## src/rtl/uart_tx_pkg.sv

```systemverilog
// Shared definitions for the UART transmit path: mux select codes, frame
// FSM states and parity type constants, used by the frame controller and the TX mux.
package uart_tx_pkg;

  localparam int MAX_DATA_WIDTH = 9;

  localparam logic [1:0] SEL_START = 2'b00;
  localparam logic [1:0] SEL_STOP  = 2'b01;
  localparam logic [1:0] SEL_DATA  = 2'b10;
  localparam logic [1:0] SEL_PAR   = 2'b11;

  localparam logic PAR_EVEN = 1'b0;
  localparam logic PAR_ODD  = 1'b1;

  typedef enum logic [2:0] {
    IDLE   = 3'd0,
    START  = 3'd1,
    DATA   = 3'd2,
    PARITY = 3'd3,
    STOP   = 3'd4
  } state_t;

  // Zero-extension to MAX_DATA_WIDTH leaves the XOR-reduction unchanged.
  function automatic logic calc_parity(input logic [MAX_DATA_WIDTH-1:0] data,
                                       input logic par_typ);
    calc_parity = (par_typ == PAR_ODD) ? ~(^data) : (^data);
  endfunction

endpackage

```

## src/rtl/uart_tx_frame_ctrl_if.sv

```systemverilog
// Producer-facing request bundle and serial-side outputs of the UART TX frame controller.
interface uart_tx_frame_ctrl_if #(
  parameter int DATA_WIDTH = 8
);
  logic [DATA_WIDTH-1:0] P_DATA;
  logic                  DATA_VALID;
  logic                  PAR_EN;
  logic                  PAR_TYP;
  logic [1:0]            mux_sel;
  logic                  ser_data;
  logic                  par_bit;
  logic                  busy;

  modport master (
    output P_DATA, DATA_VALID, PAR_EN, PAR_TYP,
    input  mux_sel, ser_data, par_bit, busy
  );

  modport slave (
    input  P_DATA, DATA_VALID, PAR_EN, PAR_TYP,
    output mux_sel, ser_data, par_bit, busy
  );
endinterface

```

## src/rtl/uart_tx_serializer.sv

```systemverilog
// Payload shift register and bit counter; flags the final data bit of a frame.
module uart_tx_serializer #(
  parameter int DATA_WIDTH = 8
) (
  input  logic                  CLK,
  input  logic                  RST,
  input  logic                  i_load,
  input  logic                  i_shift,
  input  logic [DATA_WIDTH-1:0] i_data,
  output logic                  o_ser_bit,
  output logic                  o_next_bit,
  output logic                  o_ser_done
);
  localparam int CNT_W = $clog2(DATA_WIDTH + 1);

  logic [DATA_WIDTH-1:0] r_shift;
  logic [CNT_W-1:0]      r_cnt;

  // Load on accept, shift LSB-first while the FSM is in DATA.
  always_ff @(posedge CLK or negedge RST) begin
    if (!RST) begin
      r_shift <= {DATA_WIDTH{1'b0}};
      r_cnt   <= {CNT_W{1'b0}};
    end else if (i_load) begin
      r_shift <= i_data;
      r_cnt   <= {CNT_W{1'b0}};
    end else if (i_shift) begin
      r_shift <= {1'b0, r_shift[DATA_WIDTH-1:1]};
      r_cnt   <= r_cnt + CNT_W'(1);
    end else begin
      r_shift <= r_shift;
      r_cnt   <= r_cnt;
    end
  end

  assign o_ser_bit  = r_shift[0];
  assign o_next_bit = r_shift[1];
  assign o_ser_done = i_shift && (r_cnt == CNT_W'(DATA_WIDTH - 1));

endmodule

```

## src/rtl/uart_tx_frame_ctrl.sv

```systemverilog
// UART TX frame sequencer: start, LSB-first data, optional parity, stop.
// All outputs are registered alongside the state so nothing is combinational from inputs.
module uart_tx_frame_ctrl
  import uart_tx_pkg::*;
#(
  parameter int DATA_WIDTH = 8
) (
  input  logic                CLK,
  input  logic                RST,
  uart_tx_frame_ctrl_if.slave bus
);
  state_t     r_state;
  logic [1:0] r_mux_sel;
  logic       r_ser_data;
  logic       r_par_bit;
  logic       r_busy;
  logic       r_par_en;

  logic w_accept;
  logic w_shift_en;
  logic w_ser_bit;
  logic w_next_bit;
  logic w_ser_done;

  assign w_accept   = (r_state == IDLE) && bus.DATA_VALID;
  assign w_shift_en = (r_state == DATA);

  uart_tx_serializer #(
    .DATA_WIDTH (DATA_WIDTH)
  ) u_serializer (
    .CLK        (CLK),
    .RST        (RST),
    .i_load     (w_accept),
    .i_shift    (w_shift_en),
    .i_data     (bus.P_DATA),
    .o_ser_bit  (w_ser_bit),
    .o_next_bit (w_next_bit),
    .o_ser_done (w_ser_done)
  );

  // Frame FSM; ser_data is loaded with the bit the shift register will present next cycle.
  always_ff @(posedge CLK or negedge RST) begin
    if (!RST) begin
      r_state    <= IDLE;
      r_mux_sel  <= SEL_STOP;
      r_ser_data <= 1'b0;
      r_par_bit  <= 1'b0;
      r_busy     <= 1'b0;
      r_par_en   <= 1'b0;
    end else begin
      case (r_state)
        IDLE: begin
          r_ser_data <= 1'b0;
          if (bus.DATA_VALID) begin
            r_state   <= START;
            r_mux_sel <= SEL_START;
            r_busy    <= 1'b1;
            r_par_en  <= bus.PAR_EN;
            r_par_bit <= calc_parity(MAX_DATA_WIDTH'(bus.P_DATA), bus.PAR_TYP);
          end else begin
            r_state   <= IDLE;
            r_mux_sel <= SEL_STOP;
            r_busy    <= 1'b0;
          end
        end
        START: begin
          r_state    <= DATA;
          r_mux_sel  <= SEL_DATA;
          r_ser_data <= w_ser_bit;
          r_busy     <= 1'b1;
        end
        DATA: begin
          r_busy <= 1'b1;
          if (w_ser_done) begin
            r_ser_data <= 1'b0;
            if (r_par_en) begin
              r_state   <= PARITY;
              r_mux_sel <= SEL_PAR;
            end else begin
              r_state   <= STOP;
              r_mux_sel <= SEL_STOP;
            end
          end else begin
            r_state    <= DATA;
            r_mux_sel  <= SEL_DATA;
            r_ser_data <= w_next_bit;
          end
        end
        PARITY: begin
          r_state    <= STOP;
          r_mux_sel  <= SEL_STOP;
          r_ser_data <= 1'b0;
          r_busy     <= 1'b1;
        end
        STOP: begin
          r_state    <= IDLE;
          r_mux_sel  <= SEL_STOP;
          r_ser_data <= 1'b0;
          r_busy     <= 1'b0;
        end
        default: begin
          r_state    <= IDLE;
          r_mux_sel  <= SEL_STOP;
          r_ser_data <= 1'b0;
          r_busy     <= 1'b0;
        end
      endcase
    end
  end

  assign bus.mux_sel  = r_mux_sel;
  assign bus.ser_data = r_ser_data;
  assign bus.par_bit  = r_par_bit;
  assign bus.busy     = r_busy;

endmodule

```

## src/flat_wrapper.sv

```systemverilog
// flat-port wrapper written by rule: the top's interface ports become plain ports
module uart_tx_frame_ctrl_flat import uart_tx_pkg::*;
#(
  parameter int DATA_WIDTH = 8
)
  (CLK, RST, bus_P_DATA, bus_DATA_VALID, bus_PAR_EN, bus_PAR_TYP, bus_mux_sel, bus_ser_data, bus_par_bit, bus_busy);
  uart_tx_frame_ctrl_if #(.DATA_WIDTH(DATA_WIDTH)) bus_i ();
  input  logic CLK;
  input  logic RST;
  input wire logic [$bits(bus_i.P_DATA)-1:0] bus_P_DATA;
  input wire logic [$bits(bus_i.DATA_VALID)-1:0] bus_DATA_VALID;
  input wire logic [$bits(bus_i.PAR_EN)-1:0] bus_PAR_EN;
  input wire logic [$bits(bus_i.PAR_TYP)-1:0] bus_PAR_TYP;
  output wire logic [$bits(bus_i.mux_sel)-1:0] bus_mux_sel;
  output wire logic [$bits(bus_i.ser_data)-1:0] bus_ser_data;
  output wire logic [$bits(bus_i.par_bit)-1:0] bus_par_bit;
  output wire logic [$bits(bus_i.busy)-1:0] bus_busy;
  assign bus_i.P_DATA = bus_P_DATA;
  assign bus_i.DATA_VALID = bus_DATA_VALID;
  assign bus_i.PAR_EN = bus_PAR_EN;
  assign bus_i.PAR_TYP = bus_PAR_TYP;
  assign bus_mux_sel = bus_i.mux_sel;
  assign bus_ser_data = bus_i.ser_data;
  assign bus_par_bit = bus_i.par_bit;
  assign bus_busy = bus_i.busy;
  uart_tx_frame_ctrl #(.DATA_WIDTH(DATA_WIDTH)) u_core (.CLK(CLK), .RST(RST), .bus(bus_i));
endmodule
```

## config.mk

```make
export PLATFORM = sky130hd
export DESIGN_NAME = uart_tx_frame_ctrl_flat
export DESIGN_NICKNAME = d
export VERILOG_FILES = /design/src/rtl/uart_tx_pkg.sv /design/src/rtl/uart_tx_frame_ctrl_if.sv /design/src/rtl/uart_tx_serializer.sv /design/src/rtl/uart_tx_frame_ctrl.sv /design/src/flat_wrapper.sv
export SDC_FILE = /design/constraint.sdc
export NUM_CORES = 1
export LEC_CHECK = 0
export CAP_MARGIN = 10
export CELL_PAD_IN_SITES_DETAIL_PLACEMENT = 1
export CELL_PAD_IN_SITES_GLOBAL_PLACEMENT = 1
export CORE_MARGIN = 3
export CORE_UTILIZATION = 43
export CTS_CLUSTER_DIAMETER = 30
export DETAILED_ROUTE_END_ITERATION = 6
export GPL_TIMING_DRIVEN = 0
export PLACE_DENSITY_LB_ADDON = 0.1
export SYNTH_ARGS = -nofsm -noshare
export SYNTH_HDL_FRONTEND = slang
export SYNTH_SLANG_ARGS = --single-unit
```

## constraint.sdc

```tcl
create_clock -name CLK -period 2.1 [get_ports CLK]
set_input_delay 0.525 -clock CLK [delete_from_list [all_inputs] [get_ports CLK]]
set_output_delay 0.525 -clock CLK [all_outputs]
set_load 0.01 [all_outputs]
```

==> impl_metrics.json <==
{
  "worst_pin_slew_ps": 934,
  "wl_per_cell_um": 15.5,
  "holdPathStages": 2,
  "dpl.hpwl_um": 1580,
  "synth_mux_area_frac": 0.0840,
  "hold_viol": 0,
  "layout_common_cells": "20 x dfrtp_1, 17 x clkdlybuf4s50_1, 11 x nand2_1",
  "fin_cells": 134,
  "first_pass_iters": 4,
  "r2r-start": "u_core.r_state[1]",
  "grt_pass1_vias": 790,
  "slew-limit-headroom": 0.376,
  "synthXorXnorAreaFrac": 0.100,
  "antenna_found_initial": 0,
  "dp_slack_ps": -58.8,
  "clkTransAtPathRegs_ps": 120,
  "rows": 16,
  "syn_nets": 100,
  "min_from": "u_core.u_serializer.r_shift[0]",
  "yosysWarnings": 0,
  "fill_cells": 242,
  "dp.cells": 130,
  "arrival_ps": 1360,
  "yosys.area.top_type": "dfrtp_1",
  "io_pins": 18,
  "cts_buffers": 3,
  "drt_iter0_drc": 8,
  "antennaDiodeCount": 0,
  "htreeDepth": 1,
  "yosys-top-cells-area": "dfrtp_1 49%, mux2i_1 6.9%, xnor2_1 5.2%",
  "root_buffer": "clkbuf_4",
  "overflow": 0,
  "post_cts_buffers": 0,
  "dpl_cell_area_um2": 1220,
  "coreArea_um2": 2100,
  "syn_inst": 86,
  "fin_nets": 122,
  "path_delay_family": "flip-flops",
  "synth_seq_cells": 21,
  "fin_util": 0.592,
  "drv_slew": 0,
  "cts_tree": "done",
  "initial_utilization": 0.482,
  "cp_cell_sequence": "clkdlybuf4s50_1",
  "design_area_um2": 1240,
  "fin_crit_sh": 0.898,
  "clkSinkCount": 21,
  "status": "complete, no violations",
  "startpoint_type": "register",
  "pwr_density_cell_nw_per_um2": 1330,
  "fmax_mhz": 530,
  "cellLeakagePower_nw": 0.547,
  "synth_top_area_frac": 0.494,
  "finalWorstSetupSlack_ps": 215,
  "ir_drop_mv": 0.726,
  "regToRegSetupSlack_ps": 600,
  "cts_max_path_buffers": 2,
  "area_delta_synth_final_pct": 22.7,
  "postCtsResizedCells": 0,
  "rsz0062_at_grt": "no",
  "gp_congestion": 0.702,
  "dieArea_um2": 2980,
  "synth_top_family_by_area": "simple AND/OR/NAND/NOR gates",
  "clock_latency_ps": 310,
  "postCtsHoldBufs": 0,
  "path_buf_inv": 1,
  "synth_area_um2": 1010,
  "skew_ps": 4.23,
  "die-height_um": 54.6,
  "layout_commonest_cell": "dfrtp_1",
  "vias_per_cell": 5.39,
  "seq_area_frac_synth": 0.520,
  "cpPeakStageDelay_ps": 530,
  "antenna_left": 0,
  "r2r_end": "u_core.u_serializer.r_shift[3]",
  "synth-compound-area-share": 0.101,
  "r2r_cells": 4,
  "finalSetupViolCount": 0,
  "crit_required_ps": 1570,
  "yosysUniqueCellTypes": 28,
  "worst_path_max_delay_cell": "dfstp_2",
  "path_max_fanout": 1,
  "grt_max_degree": 22,
  "syn_area_per_cell_um2": 11.8,
  "fin_crit_ps": 1890,
  "finalWirelength_um": 2080,
  "maxCapViolCount": 0,
  "grt_pass1_wl_um": 3550,
  "min_to": "u_core.u_serializer.r_shift[0]",
  "synthSimpleGateAreaFrac": 0.156,
  "hold_class": "reg -> reg",
  "cp-end-kind": "output pin",
  "worstSetupPathType": "reg -> out",
  "yosys.area_share.adder": 0.0123,
  "grt_use_total": 0.173,
  "dieWidth_um": 54.6,
  "num_vias": 722,
  "drive_gt1_frac": 0.159,
  "port_buffers": 17,
  "drc": 0
}
## how the worst max path moves through the flow
| stage | start | cells after the start | to |
|---|---|---|---|
| 3_3_place_gp | bus_P_DATA[3] | 5 | u_core.bus.par_bit |
| 3_5_place_dp | bus_P_DATA[3] | 5 | u_core.bus.par_bit |
| 6_report | u_core.bus.mux_sel[0] | 1 | bus_mux_sel[0] |
| 2_1_floorplan | bus_P_DATA[3] | 4 | u_core.bus.par_bit |
| 4_1_cts | u_core.bus.mux_sel[0] | 1 | bus_mux_sel[0] |
| 5_1_grt | u_core.bus.mux_sel[0] | 1 | bus_mux_sel[0] |
## cells in the mapped netlist
| library cell | number |
|---|---|
| a21oi_1 | 2 |
| o21ai_2 | 5 |
| buf_2 | 1 |
| a22oi_1 | 1 |
| xor2_1 | 3 |
| xnor3_1 | 1 |
| nor3b_4 | 1 |
| nor2_1 | 10 |
| mux2i_1 | 7 |
| a31o_2 | 1 |
| and3b_1 | 1 |
| buf_4 | 1 |
| inv_1 | 1 |
| a22o_1 | 1 |
| ha_1 | 1 |
| mux2_4 | 1 |
| dfrtp_1 | 20 |
| nor4b_4 | 1 |
| and2b_2 | 1 |
| nand2_1 | 11 |
| buf_6 | 1 |
| nor3_1 | 1 |
| o21ai_0 | 3 |
| dfstp_2 | 1 |
| nand4_1 | 1 |
| xnor2_1 | 6 |
| a32oi_1 | 1 |
| nor3b_1 | 1 |
## final cells by class
class                      instances  area, µm²  share of cell area
sequential                        21        527               0.424
multi-input combinational         61        459               0.369
timing repair buffer              17        170               0.137
tap                               27       33.8              0.0272
clock buffer                       4       26.3              0.0211
buffer                             3       23.8              0.0191
inverter                           1       3.75             0.00302
## metal layers
layer	share of wire	global-route usage	vias up
met5	0	0	-
li1	-	-	338
met1	0.41	0.193	362
met2	0.52	0.309	18
met3	0.044	0.0245	4
met4	0.028	0.0996	0
## metrics by stage
stage          TNS, ps  hold slack (ps)  total power, mW
6_report             0              511             1.65
5_1_grt              0              547             1.80
4_1_cts              0              511             1.67
3_5_place_dp     -58.8              485             1.47
3_3_place_gp     -49.8              461             1.43
2_1_floorplan        0              229             1.22
## state kept, by name, indices dropped and copies added, names as in the netlist
name                         flops
u_core.bus.busy                  1
u_core.u_serializer.r_shift      8
u_core.bus.mux_sel               2
u_core.r_par_en                  1
u_core.r_state                   3
u_core.bus.par_bit               1
u_core.u_serializer.r_cnt        4
u_core.bus.ser_data              1
## where the power goes
| part | switching [mW] | internal, mW | leakage, nW |
|---|---|---|---|
| logic | 0.335 | 0.386 | 0.269 |
| registers | 0.145 | 0.585 | 0.263 |
| clock network | 0.128 | 0.0741 | 0.0150 |
| total | 0.607 | 1.05 | 0.547 |
## logic make-up after synthesis
logic type               count (synthesis)
AND/OR/NAND/NOR                         28
flip-flops                              21
AO/OA/AOI/OAI                           14
XOR/XNOR                                10
multiplexers                             8
buffers and inverters                    4
adder cells (fa/ha/maj)                  1
(Power assumes the default switching activity.)
